==> src/rtl/core_pkg.sv <==
// Shared definitions for the ID/EX hazard stage: FSM encoding, default widths
// and the control-field pattern written into ID/EX when a bubble is inserted.
package core_pkg;

  localparam int XLEN_DEF    = 32;
  localparam int ALUOP_W_DEF = 5;
  localparam int CNT_W_DEF   = 32;

  localparam int WBSEL_LOAD_BIT = 0;

  typedef enum logic [1:0] {
    RUN     = 2'd0,
    HOLD    = 2'd1,
    HOLD_FL = 2'd2
  } stage_state_t;

  typedef struct packed {
    logic       valid;
    logic       rw;
    logic       csrr;
    logic [1:0] wbsel;
  } ex_ctrl_t;

  // Only control fields are cleared by a bubble; data fields keep their values.
  localparam ex_ctrl_t BUBBLE_CTRL = '{valid: 1'b0, rw: 1'b0, csrr: 1'b0, wbsel: 2'b00};

endpackage

==> src/rtl/id_ex_hazard_stage_if.sv <==
// Bundle of decode-side inputs, hazard/control inputs and ID/EX outputs.
// master = decode/testbench side, slave = the ID/EX stage.
interface id_ex_hazard_stage_if #(
  parameter int XLEN    = 32,
  parameter int ALUOP_W = 5,
  parameter int CNT_W   = 32
);
  logic               id_valid;
  logic [XLEN-1:0]    id_pc;
  logic [4:0]         id_rs1, id_rs2, id_rs3;
  logic               id_use_r1, id_use_r2, id_use_r3;
  logic [4:0]         id_rd;
  logic               id_rw, id_csrr;
  logic [1:0]         id_wbsel;
  logic [ALUOP_W-1:0] id_aluop;
  logic [XLEN-1:0]    fwd_a, fwd_b, fwd_c;
  logic [4:0]         ex_mem_rd;
  logic               ex_mem_rw;
  logic [1:0]         ex_mem_wbsel;
  logic               branch_flush;
  logic               ext_stall;
  logic               pc_hold;
  logic               ifid_flush;
  logic               ex_valid;
  logic [XLEN-1:0]    ex_pc;
  logic [XLEN-1:0]    ex_a, ex_b, ex_c;
  logic [4:0]         ex_rd, ex_rs3;
  logic               ex_rw, ex_csrr;
  logic [1:0]         ex_wbsel;
  logic [ALUOP_W-1:0] ex_aluop;
  logic [CNT_W-1:0]   bubble_cnt;

  modport master (
    output id_valid, id_pc, id_rs1, id_rs2, id_rs3, id_use_r1, id_use_r2, id_use_r3,
    output id_rd, id_rw, id_csrr, id_wbsel, id_aluop, fwd_a, fwd_b, fwd_c,
    output ex_mem_rd, ex_mem_rw, ex_mem_wbsel, branch_flush, ext_stall,
    input  pc_hold, ifid_flush, ex_valid, ex_pc, ex_a, ex_b, ex_c, ex_rd, ex_rs3,
    input  ex_rw, ex_csrr, ex_wbsel, ex_aluop, bubble_cnt
  );

  modport slave (
    input  id_valid, id_pc, id_rs1, id_rs2, id_rs3, id_use_r1, id_use_r2, id_use_r3,
    input  id_rd, id_rw, id_csrr, id_wbsel, id_aluop, fwd_a, fwd_b, fwd_c,
    input  ex_mem_rd, ex_mem_rw, ex_mem_wbsel, branch_flush, ext_stall,
    output pc_hold, ifid_flush, ex_valid, ex_pc, ex_a, ex_b, ex_c, ex_rd, ex_rs3,
    output ex_rw, ex_csrr, ex_wbsel, ex_aluop, bubble_cnt
  );
endinterface

==> src/rtl/id_ex_hazard_stage_load_use_detect.sv <==
// Load-use hazard detection against the load in ID/EX and the load in EX/MEM.
// The CSR source index is deliberately not examined.
module load_use_detect (
  input  logic       id_valid,
  input  logic [4:0] rs1,
  input  logic [4:0] rs2,
  input  logic       use_r1,
  input  logic       use_r2,
  input  logic       ex_valid,
  input  logic       ex_rw,
  input  logic       ex_load,
  input  logic [4:0] ex_rd,
  input  logic       ex_mem_rw,
  input  logic       ex_mem_load,
  input  logic [4:0] ex_mem_rd,
  output logic       hz_ex,
  output logic       hz_mem
);
  logic m1_s, m2_s;

  assign m1_s = use_r1 & (rs1 != 5'd0);
  assign m2_s = use_r2 & (rs2 != 5'd0);

  assign hz_ex  = id_valid & ex_valid & ex_load & ex_rw &
                  ((m1_s & (rs1 == ex_rd)) | (m2_s & (rs2 == ex_rd)));
  assign hz_mem = id_valid & ex_mem_load & ex_mem_rw & (ex_mem_rd != 5'd0) &
                  ((m1_s & (rs1 == ex_mem_rd)) | (m2_s & (rs2 == ex_mem_rd)));
endmodule

==> src/rtl/id_ex_hazard_stage.sv <==
// ID/EX pipeline register with load-use bubbles, external-stall hold and
// branch flushes, including a flush remembered while the pipe is held.
module id_ex_hazard_stage
  import core_pkg::*;
#(
  parameter int XLEN    = XLEN_DEF,
  parameter int ALUOP_W = ALUOP_W_DEF,
  parameter int CNT_W   = CNT_W_DEF
) (
  input  logic                 clk,
  input  logic                 rstn,
  id_ex_hazard_stage_if.slave  bus
);
  stage_state_t       state_r, state_nx_s;
  ex_ctrl_t           ctrl_r;
  logic [XLEN-1:0]    pc_r, a_r, b_r, c_r;
  logic [4:0]         rd_r, rs3_r;
  logic [ALUOP_W-1:0] aluop_r;
  logic [CNT_W-1:0]   cnt_r;

  logic hz_ex_s, hz_mem_s, load_stall_s;
  logic capture_s, bubble_s, count_s, pc_hold_s, ifid_flush_s;
  logic unused_s;

  assign unused_s = ^{bus.id_use_r3, bus.ex_mem_wbsel[1]};

  load_use_detect u_detect (
    .id_valid    (bus.id_valid),
    .rs1         (bus.id_rs1),
    .rs2         (bus.id_rs2),
    .use_r1      (bus.id_use_r1),
    .use_r2      (bus.id_use_r2),
    .ex_valid    (ctrl_r.valid),
    .ex_rw       (ctrl_r.rw),
    .ex_load     (ctrl_r.wbsel[WBSEL_LOAD_BIT]),
    .ex_rd       (rd_r),
    .ex_mem_rw   (bus.ex_mem_rw),
    .ex_mem_load (bus.ex_mem_wbsel[WBSEL_LOAD_BIT]),
    .ex_mem_rd   (bus.ex_mem_rd),
    .hz_ex       (hz_ex_s),
    .hz_mem      (hz_mem_s)
  );

  assign load_stall_s = hz_ex_s | hz_mem_s;

  // Next-state and per-cycle register action; flush outranks load stall.
  always_comb begin
    state_nx_s   = state_r;
    capture_s    = 1'b0;
    bubble_s     = 1'b0;
    count_s      = 1'b0;
    pc_hold_s    = 1'b0;
    ifid_flush_s = 1'b0;
    case (state_r)
      RUN: begin
        if (bus.ext_stall) begin
          pc_hold_s  = 1'b1;
          state_nx_s = bus.branch_flush ? HOLD_FL : HOLD;
        end else if (bus.branch_flush) begin
          bubble_s     = 1'b1;
          ifid_flush_s = 1'b1;
        end else if (load_stall_s) begin
          bubble_s  = 1'b1;
          count_s   = 1'b1;
          pc_hold_s = 1'b1;
        end else begin
          capture_s = 1'b1;
        end
      end
      HOLD: begin
        pc_hold_s = 1'b1;
        if (bus.branch_flush) begin
          state_nx_s = HOLD_FL;
        end else if (!bus.ext_stall) begin
          state_nx_s = RUN;
        end else begin
          state_nx_s = HOLD;
        end
      end
      HOLD_FL: begin
        // The pending flush is applied in the release cycle itself.
        if (!bus.ext_stall) begin
          bubble_s     = 1'b1;
          ifid_flush_s = 1'b1;
          state_nx_s   = RUN;
        end else begin
          pc_hold_s = 1'b1;
        end
      end
      default: begin
        state_nx_s = RUN;
      end
    endcase
  end

  // FSM state, ID/EX register and bubble counter.
  always_ff @(posedge clk or negedge rstn) begin
    if (!rstn) begin
      state_r <= RUN;
      ctrl_r  <= BUBBLE_CTRL;
      pc_r    <= {XLEN{1'b0}};
      a_r     <= {XLEN{1'b0}};
      b_r     <= {XLEN{1'b0}};
      c_r     <= {XLEN{1'b0}};
      rd_r    <= 5'd0;
      rs3_r   <= 5'd0;
      aluop_r <= {ALUOP_W{1'b0}};
      cnt_r   <= {CNT_W{1'b0}};
    end else begin
      state_r <= state_nx_s;
      if (capture_s) begin
        ctrl_r  <= '{valid: bus.id_valid, rw: bus.id_rw, csrr: bus.id_csrr, wbsel: bus.id_wbsel};
        pc_r    <= bus.id_pc;
        a_r     <= bus.fwd_a;
        b_r     <= bus.fwd_b;
        c_r     <= bus.fwd_c;
        rd_r    <= bus.id_rd;
        rs3_r   <= bus.id_rs3;
        aluop_r <= bus.id_aluop;
      end else if (bubble_s) begin
        ctrl_r <= BUBBLE_CTRL;
      end
      if (count_s) begin
        cnt_r <= cnt_r + {{(CNT_W-1){1'b0}}, 1'b1};
      end
    end
  end

  // Front-end controls are held low while reset is asserted.
  assign bus.pc_hold    = rstn & pc_hold_s;
  assign bus.ifid_flush = rstn & ifid_flush_s;
  assign bus.ex_valid   = ctrl_r.valid;
  assign bus.ex_rw      = ctrl_r.rw;
  assign bus.ex_csrr    = ctrl_r.csrr;
  assign bus.ex_wbsel   = ctrl_r.wbsel;
  assign bus.ex_pc      = pc_r;
  assign bus.ex_a       = a_r;
  assign bus.ex_b       = b_r;
  assign bus.ex_c       = c_r;
  assign bus.ex_rd      = rd_r;
  assign bus.ex_rs3     = rs3_r;
  assign bus.ex_aluop   = aluop_r;
  assign bus.bubble_cnt = cnt_r;
endmodule

==> src/flat_wrapper.sv <==
// flat-port wrapper written by rule: the top's interface ports become plain ports
module id_ex_hazard_stage_flat import core_pkg::*;
#(
  parameter int XLEN    = XLEN_DEF,
  parameter int ALUOP_W = ALUOP_W_DEF,
  parameter int CNT_W   = CNT_W_DEF
)
  (clk, rstn, bus_id_valid, bus_id_pc, bus_id_rs1, bus_id_rs2, bus_id_rs3, bus_id_use_r1, bus_id_use_r2, bus_id_use_r3, bus_id_rd, bus_id_rw, bus_id_csrr, bus_id_wbsel, bus_id_aluop, bus_fwd_a, bus_fwd_b, bus_fwd_c, bus_ex_mem_rd, bus_ex_mem_rw, bus_ex_mem_wbsel, bus_branch_flush, bus_ext_stall, bus_pc_hold, bus_ifid_flush, bus_ex_valid, bus_ex_pc, bus_ex_a, bus_ex_b, bus_ex_c, bus_ex_rd, bus_ex_rs3, bus_ex_rw, bus_ex_csrr, bus_ex_wbsel, bus_ex_aluop, bus_bubble_cnt);
  id_ex_hazard_stage_if #(.XLEN(XLEN), .ALUOP_W(ALUOP_W), .CNT_W(CNT_W)) bus_i ();
  input  logic clk;
  input  logic rstn;
  input wire logic [$bits(bus_i.id_valid)-1:0] bus_id_valid;
  input wire logic [$bits(bus_i.id_pc)-1:0] bus_id_pc;
  input wire logic [$bits(bus_i.id_rs1)-1:0] bus_id_rs1;
  input wire logic [$bits(bus_i.id_rs2)-1:0] bus_id_rs2;
  input wire logic [$bits(bus_i.id_rs3)-1:0] bus_id_rs3;
  input wire logic [$bits(bus_i.id_use_r1)-1:0] bus_id_use_r1;
  input wire logic [$bits(bus_i.id_use_r2)-1:0] bus_id_use_r2;
  input wire logic [$bits(bus_i.id_use_r3)-1:0] bus_id_use_r3;
  input wire logic [$bits(bus_i.id_rd)-1:0] bus_id_rd;
  input wire logic [$bits(bus_i.id_rw)-1:0] bus_id_rw;
  input wire logic [$bits(bus_i.id_csrr)-1:0] bus_id_csrr;
  input wire logic [$bits(bus_i.id_wbsel)-1:0] bus_id_wbsel;
  input wire logic [$bits(bus_i.id_aluop)-1:0] bus_id_aluop;
  input wire logic [$bits(bus_i.fwd_a)-1:0] bus_fwd_a;
  input wire logic [$bits(bus_i.fwd_b)-1:0] bus_fwd_b;
  input wire logic [$bits(bus_i.fwd_c)-1:0] bus_fwd_c;
  input wire logic [$bits(bus_i.ex_mem_rd)-1:0] bus_ex_mem_rd;
  input wire logic [$bits(bus_i.ex_mem_rw)-1:0] bus_ex_mem_rw;
  input wire logic [$bits(bus_i.ex_mem_wbsel)-1:0] bus_ex_mem_wbsel;
  input wire logic [$bits(bus_i.branch_flush)-1:0] bus_branch_flush;
  input wire logic [$bits(bus_i.ext_stall)-1:0] bus_ext_stall;
  output wire logic [$bits(bus_i.pc_hold)-1:0] bus_pc_hold;
  output wire logic [$bits(bus_i.ifid_flush)-1:0] bus_ifid_flush;
  output wire logic [$bits(bus_i.ex_valid)-1:0] bus_ex_valid;
  output wire logic [$bits(bus_i.ex_pc)-1:0] bus_ex_pc;
  output wire logic [$bits(bus_i.ex_a)-1:0] bus_ex_a;
  output wire logic [$bits(bus_i.ex_b)-1:0] bus_ex_b;
  output wire logic [$bits(bus_i.ex_c)-1:0] bus_ex_c;
  output wire logic [$bits(bus_i.ex_rd)-1:0] bus_ex_rd;
  output wire logic [$bits(bus_i.ex_rs3)-1:0] bus_ex_rs3;
  output wire logic [$bits(bus_i.ex_rw)-1:0] bus_ex_rw;
  output wire logic [$bits(bus_i.ex_csrr)-1:0] bus_ex_csrr;
  output wire logic [$bits(bus_i.ex_wbsel)-1:0] bus_ex_wbsel;
  output wire logic [$bits(bus_i.ex_aluop)-1:0] bus_ex_aluop;
  output wire logic [$bits(bus_i.bubble_cnt)-1:0] bus_bubble_cnt;
  assign bus_i.id_valid = bus_id_valid;
  assign bus_i.id_pc = bus_id_pc;
  assign bus_i.id_rs1 = bus_id_rs1;
  assign bus_i.id_rs2 = bus_id_rs2;
  assign bus_i.id_rs3 = bus_id_rs3;
  assign bus_i.id_use_r1 = bus_id_use_r1;
  assign bus_i.id_use_r2 = bus_id_use_r2;
  assign bus_i.id_use_r3 = bus_id_use_r3;
  assign bus_i.id_rd = bus_id_rd;
  assign bus_i.id_rw = bus_id_rw;
  assign bus_i.id_csrr = bus_id_csrr;
  assign bus_i.id_wbsel = bus_id_wbsel;
  assign bus_i.id_aluop = bus_id_aluop;
  assign bus_i.fwd_a = bus_fwd_a;
  assign bus_i.fwd_b = bus_fwd_b;
  assign bus_i.fwd_c = bus_fwd_c;
  assign bus_i.ex_mem_rd = bus_ex_mem_rd;
  assign bus_i.ex_mem_rw = bus_ex_mem_rw;
  assign bus_i.ex_mem_wbsel = bus_ex_mem_wbsel;
  assign bus_i.branch_flush = bus_branch_flush;
  assign bus_i.ext_stall = bus_ext_stall;
  assign bus_pc_hold = bus_i.pc_hold;
  assign bus_ifid_flush = bus_i.ifid_flush;
  assign bus_ex_valid = bus_i.ex_valid;
  assign bus_ex_pc = bus_i.ex_pc;
  assign bus_ex_a = bus_i.ex_a;
  assign bus_ex_b = bus_i.ex_b;
  assign bus_ex_c = bus_i.ex_c;
  assign bus_ex_rd = bus_i.ex_rd;
  assign bus_ex_rs3 = bus_i.ex_rs3;
  assign bus_ex_rw = bus_i.ex_rw;
  assign bus_ex_csrr = bus_i.ex_csrr;
  assign bus_ex_wbsel = bus_i.ex_wbsel;
  assign bus_ex_aluop = bus_i.ex_aluop;
  assign bus_bubble_cnt = bus_i.bubble_cnt;
  id_ex_hazard_stage #(.XLEN(XLEN), .ALUOP_W(ALUOP_W), .CNT_W(CNT_W)) u_core (.clk(clk), .rstn(rstn), .bus(bus_i));
endmodule
==> config.mk <==
export PLATFORM = sky130hd
export DESIGN_NAME = id_ex_hazard_stage_flat
export DESIGN_NICKNAME = d
export VERILOG_FILES = /design/src/rtl/core_pkg.sv /design/src/rtl/id_ex_hazard_stage_if.sv /design/src/rtl/id_ex_hazard_stage_load_use_detect.sv /design/src/rtl/id_ex_hazard_stage.sv /design/src/flat_wrapper.sv
export SDC_FILE = /design/constraint.sdc
export NUM_CORES = 1
export LEC_CHECK = 0
export BUFFER_PORTS_ARGS = -buffer_cell sky130_fd_sc_hd__buf_2
export CORE_MARGIN = 2
export CORE_UTILIZATION = 45
export DETAILED_ROUTE_END_ITERATION = 16
export HOLD_SLACK_MARGIN = 0.15
export PLACE_DENSITY = 0.83
export REMOVE_ABC_BUFFERS = 1
export SKIP_CTS_REPAIR_TIMING = 1
export SLEW_MARGIN = 5
export SYNTH_ARGS = -nofsm -noshare
export SYNTH_HDL_FRONTEND = slang
export SYNTH_SLANG_ARGS = --single-unit
==> constraint.sdc <==
create_clock -name clk -period 3.3 [get_ports clk]
set_input_delay 0.33 -clock clk [delete_from_list [all_inputs] [get_ports clk]]
set_output_delay 0.33 -clock clk [all_outputs]
set_load 0.1 [all_outputs]
# Word-level counts from Yosys, hierarchy flattened
# Index checks and enable logic that the tools add are counted.
# Widths: inputs -> output; s select.
dict set report totals {
  register_bits 182
  word_cells 73
}
dict set report classes {
  add_sub_neg 1
  n_eq_ne 8
  muxes 26
  bitwise_logic 19
  reduce_logical 6
}
# operator n
set op_table {}
lappend op_table {{$add 32x1->32 const B} 1}
lappend op_table {{$eq 5x5->1} 4}
lappend op_table {{$and 1x1->1} 16}
lappend op_table {{$mux 1} 16}
lappend op_table {{$reduce_bool 5->1} 3}
lappend op_table {{$mux 5} 2}
lappend op_table {{$mux 2} 4}
lappend op_table {{$pmux 2 s3} 1}
lappend op_table {{$ne 2x2->1 const B} 2}
lappend op_table {{$pmux 1 s2} 2}
lappend op_table {{$or 1x1->1} 3}
lappend op_table {{$pmux 1 s3} 1}
lappend op_table {{$eq 2x1->1 const B} 1}
lappend op_table {{$eq 2x2->1 const B} 1}
lappend op_table {{$logic_not 2->1} 1}
lappend op_table {{$reduce_and 2->1} 1}
lappend op_table {{$reduce_bool 2->1} 1}

# Longest topological paths before layout
dict set report logic_depth {
  ltp_word 12
  ltp_mapped 8
}

# Cells and area by module
# Synthesis repeated with hierarchy kept, for this count alone.
dict set report hier_totals {
  cells_unflattened 494
  hier_area_um2 7389.6
}
# mod n_inst cells_per_inst area_each_um2
set modules_own_cells {}
lappend modules_own_cells {id_ex_hazard_stage 1 457 7104.3}
lappend modules_own_cells {load_use_detect 1 37 285.3}

# Worst setup path before layout
# No wires, ideal clock.
dict set report synth_timing {
  kind {register to output}
  from {register u_core.rd_r[4] (netlist: u_core.bus.ex_rd[4])}
  to {output bus_pc_hold}
  arrival_time_ns 2.758
  required_time_ns 2.970
  path_slack_ns 0.212
  path_stages_with_launch 7
  cell_sequence {dfrtp_1 > xnor2_1 > nand3_1 > nor4_1 > o21bai_2 > a211oi_1 > o21a_1}
}
dict set report synth_between {
  elab_chain_cells 10
  elab_cells_between_ends 12
}
# item line_no
set synth_rtl {}
lappend synth_rtl {{from (decl)} id_ex_hazard_stage.sv:17} ;# logic [4:0] rd_r, rs3_r;
lappend synth_rtl {{from (signal assigned)} id_ex_hazard_stage.sv:117} ;# rd_r <= bus.id_rd;
lappend synth_rtl {{$eq 5x5->1} id_ex_hazard_stage_load_use_detect.sv:25} ;# ((m1_s & (rs1 == ex_rd)) | (m2_s & (rs2 == ex_rd)));
lappend synth_rtl {{$and 1x1->1} id_ex_hazard_stage_load_use_detect.sv:25}
lappend synth_rtl {{$or 1x1->1 *} id_ex_hazard_stage_load_use_detect.sv:25}
lappend synth_rtl {{$and 1x1->1 *} id_ex_hazard_stage_load_use_detect.sv:24} ;# assign hz_ex = id_valid & ex_valid & ex_load & ex_rw &
lappend synth_rtl {{$or 1x1->1 *} id_ex_hazard_stage.sv:44} ;# assign load_stall_s = hz_ex_s | hz_mem_s;
lappend synth_rtl {{$mux 1 *} id_ex_hazard_stage.sv:62} ;# end else if (load_stall_s) begin
lappend synth_rtl {{$mux 1 *} id_ex_hazard_stage.sv:59} ;# end else if (bus.branch_flush) begin
lappend synth_rtl {{$mux 1 *} id_ex_hazard_stage.sv:56} ;# if (bus.ext_stall) begin
lappend synth_rtl {{$pmux 1 s3 *} id_ex_hazard_stage.sv:54} ;# case (state_r)
lappend synth_rtl {{$and 1x1->1 *} id_ex_hazard_stage.sv:130} ;# assign bus.pc_hold = rstn & pc_hold_s;
lappend synth_rtl {{to (decl)} flat_wrapper.sv:33} ;# output wire logic [$bits(bus_i.pc_hold)-1:0] bus_pc_hold;
# Every way passes the cells marked *; elsewhere a longest branch is shown, timed or not.

# Final worst setup path
dict set report layout_timing {
  from {register u_core.rd_r[3] (netlist: u_core.bus.ex_rd[3])}
  to {output bus_pc_hold}
}
# Same word-level chain as after synthesis.

==> flow_summary.json <==
{
  "synth.avg_cell_area_um2": 14.8,
  "post_dp_cell_area_um2": 9940,
  "wl_per_cell_um": 20.9,
  "path_clk_slew_ns": 0.07,
  "multiInputGateArea_um2": 3220,
  "drv_cap": 0,
  "crit_path_top_delay_cell": "nor4_1",
  "core_um2": 17300,
  "cts-root-buf": "clkbuf_16",
  "finalCritPeriodShare_pct": 90.7,
  "grt_pass1_wl_um": 31900,
  "synth.distinct_cells": 33,
  "path_buf_inv": 1,
  "portBuffers": 352,
  "min_period_ns": 2.99,
  "ant_nets": 0,
  "cts_tree": "built",
  "grt_pass1_vias": 5932,
  "setup_violations": 0,
  "slew_violations": 0,
  "place.gp.congestion": 0.862,
  "worstSetupStartpointType": "flip-flop",
  "worstPathRequired_ns": 2.97,
  "stdcell_area_um2": 11900,
  "clock_insertion_delay_worst_skew_ns": 0.42,
  "fin_util_pct": 68.9,
  "crit_family": "compound AO/OA/AOI/OAI gates",
  "worst_pin_slew_ns": 1.06,
  "cp_max_fo": 4,
  "dp.final_hpwl_um": 15600,
  "holdWs_ns": 0.159,
  "status": "finished clean",
  "initial_core_util_pct": 46.2,
  "slew_headroom_pct": 29.4,
  "synth_area_um2": 7990,
  "avgViaCountPerCell": 5.17,
  "fin_nets": 1206,
  "die_height_um": 137,
  "cts.path.max_buffers": 2,
  "pin_count": 355,
  "vias": 6584,
  "grt_max_degree": 181,
  "drt_iter0_drc": 376,
  "grt_usage_pct": 22.3,
  "holdCritStartpoint": "bus_id_rd[1]",
  "antenna_found_initial": 3,
  "finalHoldViolations": 0,
  "synthToLayoutAreaGrowth_pct": 49.2,
  "worstPathArrival_ns": 2.66,
  "ir_worst_vdd_v": 0.000758,
  "finalClockSkew_ns": 0.0165,
  "synth-seq-area-share_pct": 57.0,
  "cts-buffers-inserted": 17,
  "max_freq_mhz": 334,
  "crit_path_cell_trace": "xnor2_1 > nand3_1 > nor4_1 > o21bai_2 > a211oi_1 > o21a_1 > buf_2",
  "routed_wl_um": 26600,
  "layout_commonest_cell": "buf_2",
  "path_class": "reg -> out",
  "die_x_um": 137,
  "first_pass_iters": 5,
  "rr_startpoint": "u_core.bus.ex_rd[3]",
  "min-delay-path-class": "in -> reg",
  "yosysWarnings": 0,
  "h-tree-depth": 4,
  "startpoint": "u_core.bus.ex_rd[3]",
  "layout_common_cells": "buf_2 (351), dfrtp_1 (182), dlygate4sd3_1 (138)",
  "seqCellArea_um2": 4550,
  "fillers": 1142,
  "drc": 0,
  "cpPeakStageDelay_ns": 0.45,
  "power_density_nw_per_um2": 861,
  "gr-total-overflow": 0,
  "total_leakage_power_nw": 6.26,
  "drive_gt1_share_pct": 51.3,
  "die_area_um2": 18800,
  "rsz0062_at_grt": "false",
  "endpoint_kind": "primary output",
  "cts.sinks": 182,
  "fp-row-count": 48,
  "syn-instance-count": 540,
  "ys_ff_latch": 182
}
cells in the mapped netlist:
master	n	share of area [%]
nor4_1	6	0.47
nor2_1	9	0.42
nand3_2	1	0.13
inv_1	7	0.33
o211ai_1	1	0.094
nor3_1	3	0.19
mux2_2	29	4.1
buf_2	3	0.19
clkbuf_1	7	0.33
a21oi_1	23	1.4
mux2_1	5	0.71
buf_6	12	1.7
xnor2_1	14	1.5
o21a_1	1	0.094
buf_4	3	0.28
mux2_4	110	21
o21bai_2	2	0.28
nand4_1	12	0.94
or4_1	3	0.28
o2111ai_1	2	0.22
o21ai_1	3	0.19
nand2_1	21	0.99
and3_1	6	0.47
o21ai_0	6	0.38
a211oi_1	7	0.66
nand3_1	17	1.1
a2111oi_0	1	0.11
xor2_1	37	4.1
a21boi_0	2	0.19
ha_1	1	0.16
dfrtp_1	182	57
and2_1	3	0.24
or2_2	1	0.078
layout make-up:
type / instances / share of cell area [%]
flip-flops and latches: 182 / 38.2
repair buffers: 498 / 27.3
multi-input cells: 326 / 27.0
clock buffers: 19 / 3.80
well taps: 225 / 2.36
clock inverters: 13 / 1.05
inverters: 7 / 0.220
diodes: 3 / 0.0630
registers in the layout, indices dropped and copies added (netlist names):
name,flops
u_core.bus.ex_pc,32
u_core.state_r,2
u_core.bus.ex_aluop,5
u_core.bus.ex_c,32
u_core.bus.ex_rw,1
u_core.bus.ex_csrr,1
u_core.bus.ex_rs3,5
u_core.bus.ex_rd,5
u_core.bus.ex_a,32
u_core.bus.ex_b,32
u_core.bus.ex_wbsel,2
u_core.bus.bubble_cnt,32
u_core.bus.ex_valid,1
metal layers:
layer  GRT usage, %  share of wire (%)
met1           26.3                 35
met2           37.7                 54
met3           8.79                7.7
met4           6.30                3.3
met5              0                  0
worst reg2reg max path: stages, from the launching register on:
cell and delay (ns):
dfrtp_1 0.44, xnor2_1 0.16, nand3_1 0.10, nor4_1 0.45, o21bai_2 0.20, nand3_4 0.26, buf_12 0.46, mux2_2 0.60
stage by stage:
| stage | worst slack [ns] | std cells | TNS, ns | power, mW |
|---|---|---|---|---|
| floorplan | -2.39 | 515 | -338.32 | 7.16 |
| global placement | 0.555 | 1100 | 0 | 7.90 |
| detailed placement | 0.424 | 1100 | 0 | 7.98 |
| CTS | 0.169 | 1132 | 0 | 10.0 |
| global route | 0.109 | 1273 | 0 | 10.5 |
| finish | 0.307 | 1273 | 0 | 10.3 |
final timing paths:
check / endpoint / slack (ns) / depth (start not counted)
setup / recovery: bus_pc_hold / 0.31 / 7
hold / removal: u_core.bus.ex_rd[1] / 0.16 / 2
setup reg to reg: u_core.bus.ex_c[19] / 0.53 / 7
hold reg to reg: u_core.bus.bubble_cnt[31] / 0.47 / 1
max in group asynchronous: u_core.bus.ex_a[8] / 1.84 / 3
min in group asynchronous: u_core.state_r[1] / 0.28 / 2
kinds of logic after synthesis:
logic type      synth area share, %
compound gates                 3.65
xor+xnor                       5.59
fa+ha+maj                     0.157
buf+inv                        2.82
flops                          57.0
mux                            25.5
simple gates                   5.26
power breakdown:
group,switching [mW],leakage (nW),internal [mW]
combinational,4.11,3.76,1.08
clock,0.992,0.279,1.05
sequential,0.344,2.21,2.69
Power figures use the tool's default switching activity.
